### src/rtl/ddr_rd_arbiter.sv
// ddr_rd_arbiter: shares one DDR AXI4 read port (AR/R) between two requesters.
// Master 0 is the CPU memory path and master 1 is the accelerator data-mover.
// A grant is held from address acceptance until the last read beat completes.
// Optional build macro DDR_RD_ARB_PRIO_EN selects fixed priority (master 0 wins
// every tie). When it is undefined, ties are broken round-robin.
module ddr_rd_arbiter #(
  parameter int unsigned ADDR_W = 30,
  parameter int unsigned DATA_W = 256
) (
  input  logic              clk,
  input  logic              rstn,
  // master 0
  input  logic [ADDR_W-1:0] m0_araddr,
  input  logic [7:0]        m0_arlen,
  input  logic              m0_arvalid,
  output logic              m0_arready,
  output logic [DATA_W-1:0] m0_rdata,
  output logic [1:0]        m0_rresp,
  output logic              m0_rlast,
  output logic              m0_rvalid,
  input  logic              m0_rready,
  // master 1
  input  logic [ADDR_W-1:0] m1_araddr,
  input  logic [7:0]        m1_arlen,
  input  logic              m1_arvalid,
  output logic              m1_arready,
  output logic [DATA_W-1:0] m1_rdata,
  output logic [1:0]        m1_rresp,
  output logic              m1_rlast,
  output logic              m1_rvalid,
  input  logic              m1_rready,
  // DDR read port
  output logic [ADDR_W-1:0] s_araddr,
  output logic [7:0]        s_arlen,
  output logic              s_arvalid,
  input  logic              s_arready,
  input  logic [DATA_W-1:0] s_rdata,
  input  logic [1:0]        s_rresp,
  input  logic              s_rlast,
  input  logic              s_rvalid,
  output logic              s_rready,
  // status
  output logic              grant,
  output logic              busy
);

  typedef enum logic [1:0] {StIdle, StAddr, StData} state_e;

  state_e state_q, state_d;
  logic   grant_q, grant_d;
  logic   pick;
  logic   ar_hs;

  assign ar_hs = s_arvalid & s_arready;

`ifdef DDR_RD_ARB_PRIO_EN
  // Fixed priority: master 1 is chosen only when master 0 is not requesting.
  assign pick = ~m0_arvalid;
`else
  logic last_q, last_d;

  // On a tie grant the master that was not served last; otherwise the lone requester.
  assign pick = (m0_arvalid & m1_arvalid) ? ~last_q : ~m0_arvalid;

  // Remember which master owned the most recently accepted address.
  always_comb begin
    last_d = last_q;
    if (state_q == StAddr && ar_hs) last_d = grant_q;
  end

  // last resets to 1 so master 0 wins the first tie.
  always_ff @(posedge clk or negedge rstn) begin
    if (!rstn) last_q <= 1'b1;
    else       last_q <= last_d;
  end
`endif

  // FSM state and grant registers.
  always_ff @(posedge clk or negedge rstn) begin
    if (!rstn) begin
      state_q <= StIdle;
      grant_q <= 1'b0;
    end else begin
      state_q <= state_d;
      grant_q <= grant_d;
    end
  end

  // Next state plus all channel routing; everything idles at zero outside the owner's phase.
  always_comb begin
    state_d    = state_q;
    grant_d    = grant_q;
    s_araddr   = '0;
    s_arlen    = '0;
    s_arvalid  = 1'b0;
    s_rready   = 1'b0;
    m0_arready = 1'b0;
    m1_arready = 1'b0;
    m0_rdata   = '0;
    m0_rresp   = '0;
    m0_rlast   = 1'b0;
    m0_rvalid  = 1'b0;
    m1_rdata   = '0;
    m1_rresp   = '0;
    m1_rlast   = 1'b0;
    m1_rvalid  = 1'b0;
    unique case (state_q)
      StIdle: begin
        if (m0_arvalid | m1_arvalid) begin
          grant_d = pick;
          state_d = StAddr;
        end
      end
      StAddr: begin
        if (grant_q) begin
          s_araddr   = m1_araddr;
          s_arlen    = m1_arlen;
          s_arvalid  = m1_arvalid;
          m1_arready = s_arready;
        end else begin
          s_araddr   = m0_araddr;
          s_arlen    = m0_arlen;
          s_arvalid  = m0_arvalid;
          m0_arready = s_arready;
        end
        if (s_arvalid & s_arready) state_d = StData;
      end
      StData: begin
        if (grant_q) begin
          s_rready  = m1_rready;
          m1_rvalid = s_rvalid;
          if (s_rvalid) begin
            m1_rdata = s_rdata;
            m1_rresp = s_rresp;
            m1_rlast = s_rlast;
          end
        end else begin
          s_rready  = m0_rready;
          m0_rvalid = s_rvalid;
          if (s_rvalid) begin
            m0_rdata = s_rdata;
            m0_rresp = s_rresp;
            m0_rlast = s_rlast;
          end
        end
        // Beats are not counted; the slave's rlast ends the burst.
        if (s_rvalid & s_rready & s_rlast) state_d = StIdle;
      end
      default: state_d = StIdle;
    endcase
  end

  assign grant = grant_q;
  assign busy  = (state_q != StIdle);

endmodule

### config.mk
export PLATFORM = sky130hd
export DESIGN_NAME = ddr_rd_arbiter
export DESIGN_NICKNAME = d
export VERILOG_FILES = /design/src/rtl/ddr_rd_arbiter.sv
export SDC_FILE = /design/constraint.sdc
export NUM_CORES = 1
export LEC_CHECK = 0
export CORE_AREA = 2 2 351 353
export DETAILED_ROUTE_END_ITERATION = 8
export DIE_AREA = 0 0 353 355
export PLACE_DENSITY = 0.3
export SLEW_MARGIN = 20
export SYNTH_ARGS = -nofsm -noshare
export SYNTH_HDL_FRONTEND = slang
export SYNTH_SLANG_ARGS = --single-unit
export TNS_END_PERCENT = 20
### constraint.sdc
create_clock -name clk -period 2 [get_ports clk]
set_clock_uncertainty 0.1 [all_clocks]
set_input_delay 0.2 -clock clk [delete_from_list [all_inputs] [get_ports clk]]
set_output_delay 0.2 -clock clk [all_outputs]
set_load 0.02 [all_outputs]
After elaboration in Yosys (flattened, before gate mapping)
Cells that the tools add are included.
- eq/ne operators: 5
- muxes and demuxes: 38
- bitwise logic cells: 8
- reductions and logical operators: 5
- operators by type and width (kind ; number):
    two-way mux 256 bit ; 5
    two-way mux 30 bit ; 2
    two-way mux 1 bit ; 20
    two-way mux 2 bit ; 8
    two-way mux 8 bit ; 2
    case mux 2 bit (3 select lines) ; 1
    AND 1 bit ; 5
    != test 2 bit (second input constant) ; 2
    AND reduction 3 bit ; 1
    == test 2 x 1 -> 1 bit (second input constant) ; 1
    == test 2 bit (second input constant) ; 1
    zero test 2 bit ; 1
    != test 2 x 1 -> 1 bit (second input constant) ; 1
    NOT 1 bit ; 2
    AND reduction 2 bit ; 1
    nonzero test 2 bit ; 1
    logical AND 1 bit ; 1
    bitwise OR 1 bit ; 1
- flip-flop bits (word level): 4
- output and inout port bits: 564
- logic and storage cells: 59

Longest topological paths before layout
- depth after elaboration: 6
- gate-level depth with buffers: 6
- mapped depth without buffers: 3

Least setup slack after synthesis
No wires, ideal clock.
- path kind: reg-to-output
- start: register grant_q (netlist: grant)
- end: output m1_rdata[241]
- arrival time: 1.598 ns
- data required time: 1.700 ns
- path slack: 0.102 ns
- stages on the path, launching flop included: 6
- path buffers: 2
- path through: dfrtp_1 buf_4 inv_2 nor3_4 clkbuf_1 and2_1
- word-level cells in the longest chain between the ends: 2
- RTL lines (element ; RTL line ; source):
    start, declared ; 50 ; logic grant_q, grant_d;
    start signal, assigned ; 85 ; grant_q <= grant_d;
    two-way mux 256 bit ; 129 ; if (grant_q) begin
    two-way mux 256 bit ; 107 ; unique case (state_q)
    end, declared ; 27 ; output logic [DATA_W-1:0] m1_rdata,
Every way passes these cells.

Final worst setup path
- start: register state_q[0]
- end: output m0_rdata[90]
- word-level cells in the longest chain between the ends: 2
- RTL lines (element ; RTL line ; source):
    start, declared ; 49 ; state_e state_q, state_d;
    start signal, assigned ; 81 ; state_q <= StIdle;
    start signal, assigned ; 84 ; state_q <= state_d;
    == test 2 bit ; 107 ;
    two-way mux 256 bit ; 107 ;
    end, declared ; 17 ; output logic [DATA_W-1:0] m0_rdata,
Every way passes these cells.

==> results.json <==
{
  "status": "finished with violations",
  "violations": "setup timing",
  "synthToLayoutAreaGrowth_pct": 305.9,
  "cap_violations": 0,
  "drive_gt1_frac": 0.4397,
  "routabilityCongestion": 0.9085,
  "synth_ff_type": "dfrtp_1",
  "start_util": 0.03606,
  "syn_nets": 1034,
  "synth_common_cells": "and2_1, nor2_1, clkbuf_2",
  "ys_seq_elements": 4,
  "routed_wl_um": 94270,
  "hold-worst-slack_ns": 0.07657,
  "clock-sinks": 4,
  "design.portCount": 907,
  "ys_seq_area_frac": 0.02315,
  "grt_antenna_before_repair": 66,
  "die-area_um2": 125300,
  "wl_per_cell_um": 28.46,
  "rr_worst_depth": 4,
  "grt_pass1_vias": 9369,
  "cp_max_fo": 5,
  "worstSetupEndpointType": "primary output",
  "dr.pass1.iters": 4,
  "grt_max_degree": 39,
  "finalWorstPathRequiredPeriod_ns": 2.266,
  "die_x_um": 353,
  "synth_area_um2": 4378,
  "synthTopCellsByArea": "and2_1, mux2i_1, clkbuf_2",
  "drc_errors": 0,
  "cts_tree": "yes",
  "criticalPathCategory": "reg2out",
  "synth.most_common_cell": "and2_1",
  "cts_root_buf": "clkbuf_16",
  "max_slew_margin": 0.7400,
  "synthCells": 691,
  "clk_pin_slew_ns": 0.03,
  "critPathArrivalTime_ns": 1.97,
  "die_h_um": 355,
  "cts_buffer_depth": 2,
  "final_net_count": 2020,
  "grt.overflow.total": 0,
  "tightest_slew_ns": 0.3887,
  "final_area_um2": 17770,
  "max-vdd-ir-drop_mv": 0.2508,
  "fin_setup_tns_ns": -71.68,
  "core_area_um2": 121400,
  "async_flop_share": 1.000,
  "hold_path_class": "in2async",
  "place_area_um2": 16360,
  "setup_viol": 539,
  "first_iter_violations": 368,
  "synth-edff-count": 0,
  "synth_cell_types": 28,
  "required_ns": 1.70,
  "r2r_start": "grant$_DFFE_PN0P_",
  "leakagePower_nw": 9.082,
  "timing.final.crit_share": 1.133,
  "grt_pass1_wl_um": 111100,
  "grt_usage": 0.1362,
  "vias_per_cell": 2.733,
  "yosys.area.top_type": "and2_1",
  "clkLatencyLatePin_ns": 0.23,
  "final_hold_viol_count": 0,
  "critPathLaunchType": "flip-flop",
  "portBuffers": 906,
  "ant_nets": 0,
  "fmax_ghz": 0.4413,
  "cts_hold_buf": 0,
  "p_per_area_nw_per_um2": 472.7,
  "yosysWarningCount": 0,
  "rsz0062_at_grt": "true",
  "finalWorstSetupSlack_ns": -0.2660,
  "reg2reg_to": "state_q[0]$_DFFE_PN0P_",
  "dp_hpwl_um": 80290,
  "placementRows": 128,
  "cts_max_level": 1,
  "vias": 9052,
  "synth.top_cell.area_share": 0.7416,
  "drv_slew": 0,
  "syn_avg_cell_area_um2": 6.336,
  "r2r_setup_slack_ns": 0.43,
  "cts_made_buffers": 3
}
## power breakdown
part           internal (mW)  switching (mW)
sequential             0.129          0.0393
clock                  0.264          0.0678
combinational           3.95            3.95
total                   4.35            4.06
## per-layer routing
metal / vias up / global-route usage / share of wire
li1: 4074 / - / -
met1: 4198 / 0.1719 / 0.42
met2: 635 / 0.2321 / 0.47
met3: 135 / 0.05010 / 0.092
met4: 10 / 0.004340 / 0.015
met5: - / 0 / 0.00066
## area by class of cell
| type | count | area, um2 |
|---|---|---|
| inverter | 3 | 11.26 |
| antenna | 11 | 27.53 |
| fill | 14005 | 103600 |
| timing repair buffer | 1046 | 11290 |
| clock buffer | 4 | 78.83 |
| sequential | 4 | 102.6 |
| tap | 1625 | 2033 |
| multi-input combinational | 619 | 4233 |
## state kept, by name, summed over array words and instances, names as in the netlist
name / flops
last_q: 1
grant: 1
state_q: 2
## cell usage in the layout, fill, tap and decap left out, types with 5 or more instances in the layout
master / n
and2_1: 406
clkdlybuf4s50_1: 354
buf_4: 187
buf_6: 125
buf_12: 110
and2_4: 107
clkbuf_2: 101
dlymetal6s2s_1: 76
nor2_1: 39
mux2i_1: 37
buf_2: 37
clkbuf_16: 16
buf_16: 15
buf_8: 14
diode_2: 11
and2_2: 6
clkdlybuf4s15_2: 5
clkdlybuf4s15_1: 5
## kinds of logic after synthesis
| family | share of synthesized area |
|---|---|
| AOI/OAI and AO/OA | 0.009717 |
| buffers and inverters | 0.07631 |
| DFF | 0.02315 |
| muxes | 0.09174 |
| and+or+nand+nor | 0.7991 |
## worst max-delay path by stage
stage,to,startpoint
CTS,m0_rdata[139],state_q[0]$_DFFE_PN0P_
finish,m0_rdata[90],state_q[0]$_DFFE_PN0P_
global placement,m1_rdata[118],s_rvalid
floorplan,m1_rdata[241],grant$_DFFE_PN0P_
detailed placement,m1_rdata[135],s_rvalid
global route,m0_rdata[52],state_q[0]$_DFFE_PN0P_
## critical path, stage by stage (launching register included)
cell,delay [ns]
dfrtp_1,0.37
nand2b_4,0.17
nor3b_4,0.22
buf_6,0.14
clkbuf_16,0.16
buf_12,0.14
buf_16,0.14
buf_8,0.11
and2_4,0.17
buf_12,0.12
## timing repair
item | CTS | global route
cloned | 15 | 15
setup buffers | 45 | 22
pin swaps | 7 | 11
setup endpoints to repair | 558 | 560
resized for setup | 848 | 815
## per-stage QoR
stage	setup WS, ns	util	cells	power (mW)
2_1_floorplan	0.1019	-	691	2.727
3_3_place_gp	-0.7795	0.1347	3211	7.525
4_1_cts	-0.5975	0.1419	3275	8.333
6_report	-0.2660	0.1464	3312	8.402
3_5_place_dp	-0.7687	0.1347	3211	7.516
5_1_grt	-0.3542	0.1462	3302	8.833
(Power assumes the default switching activity.)
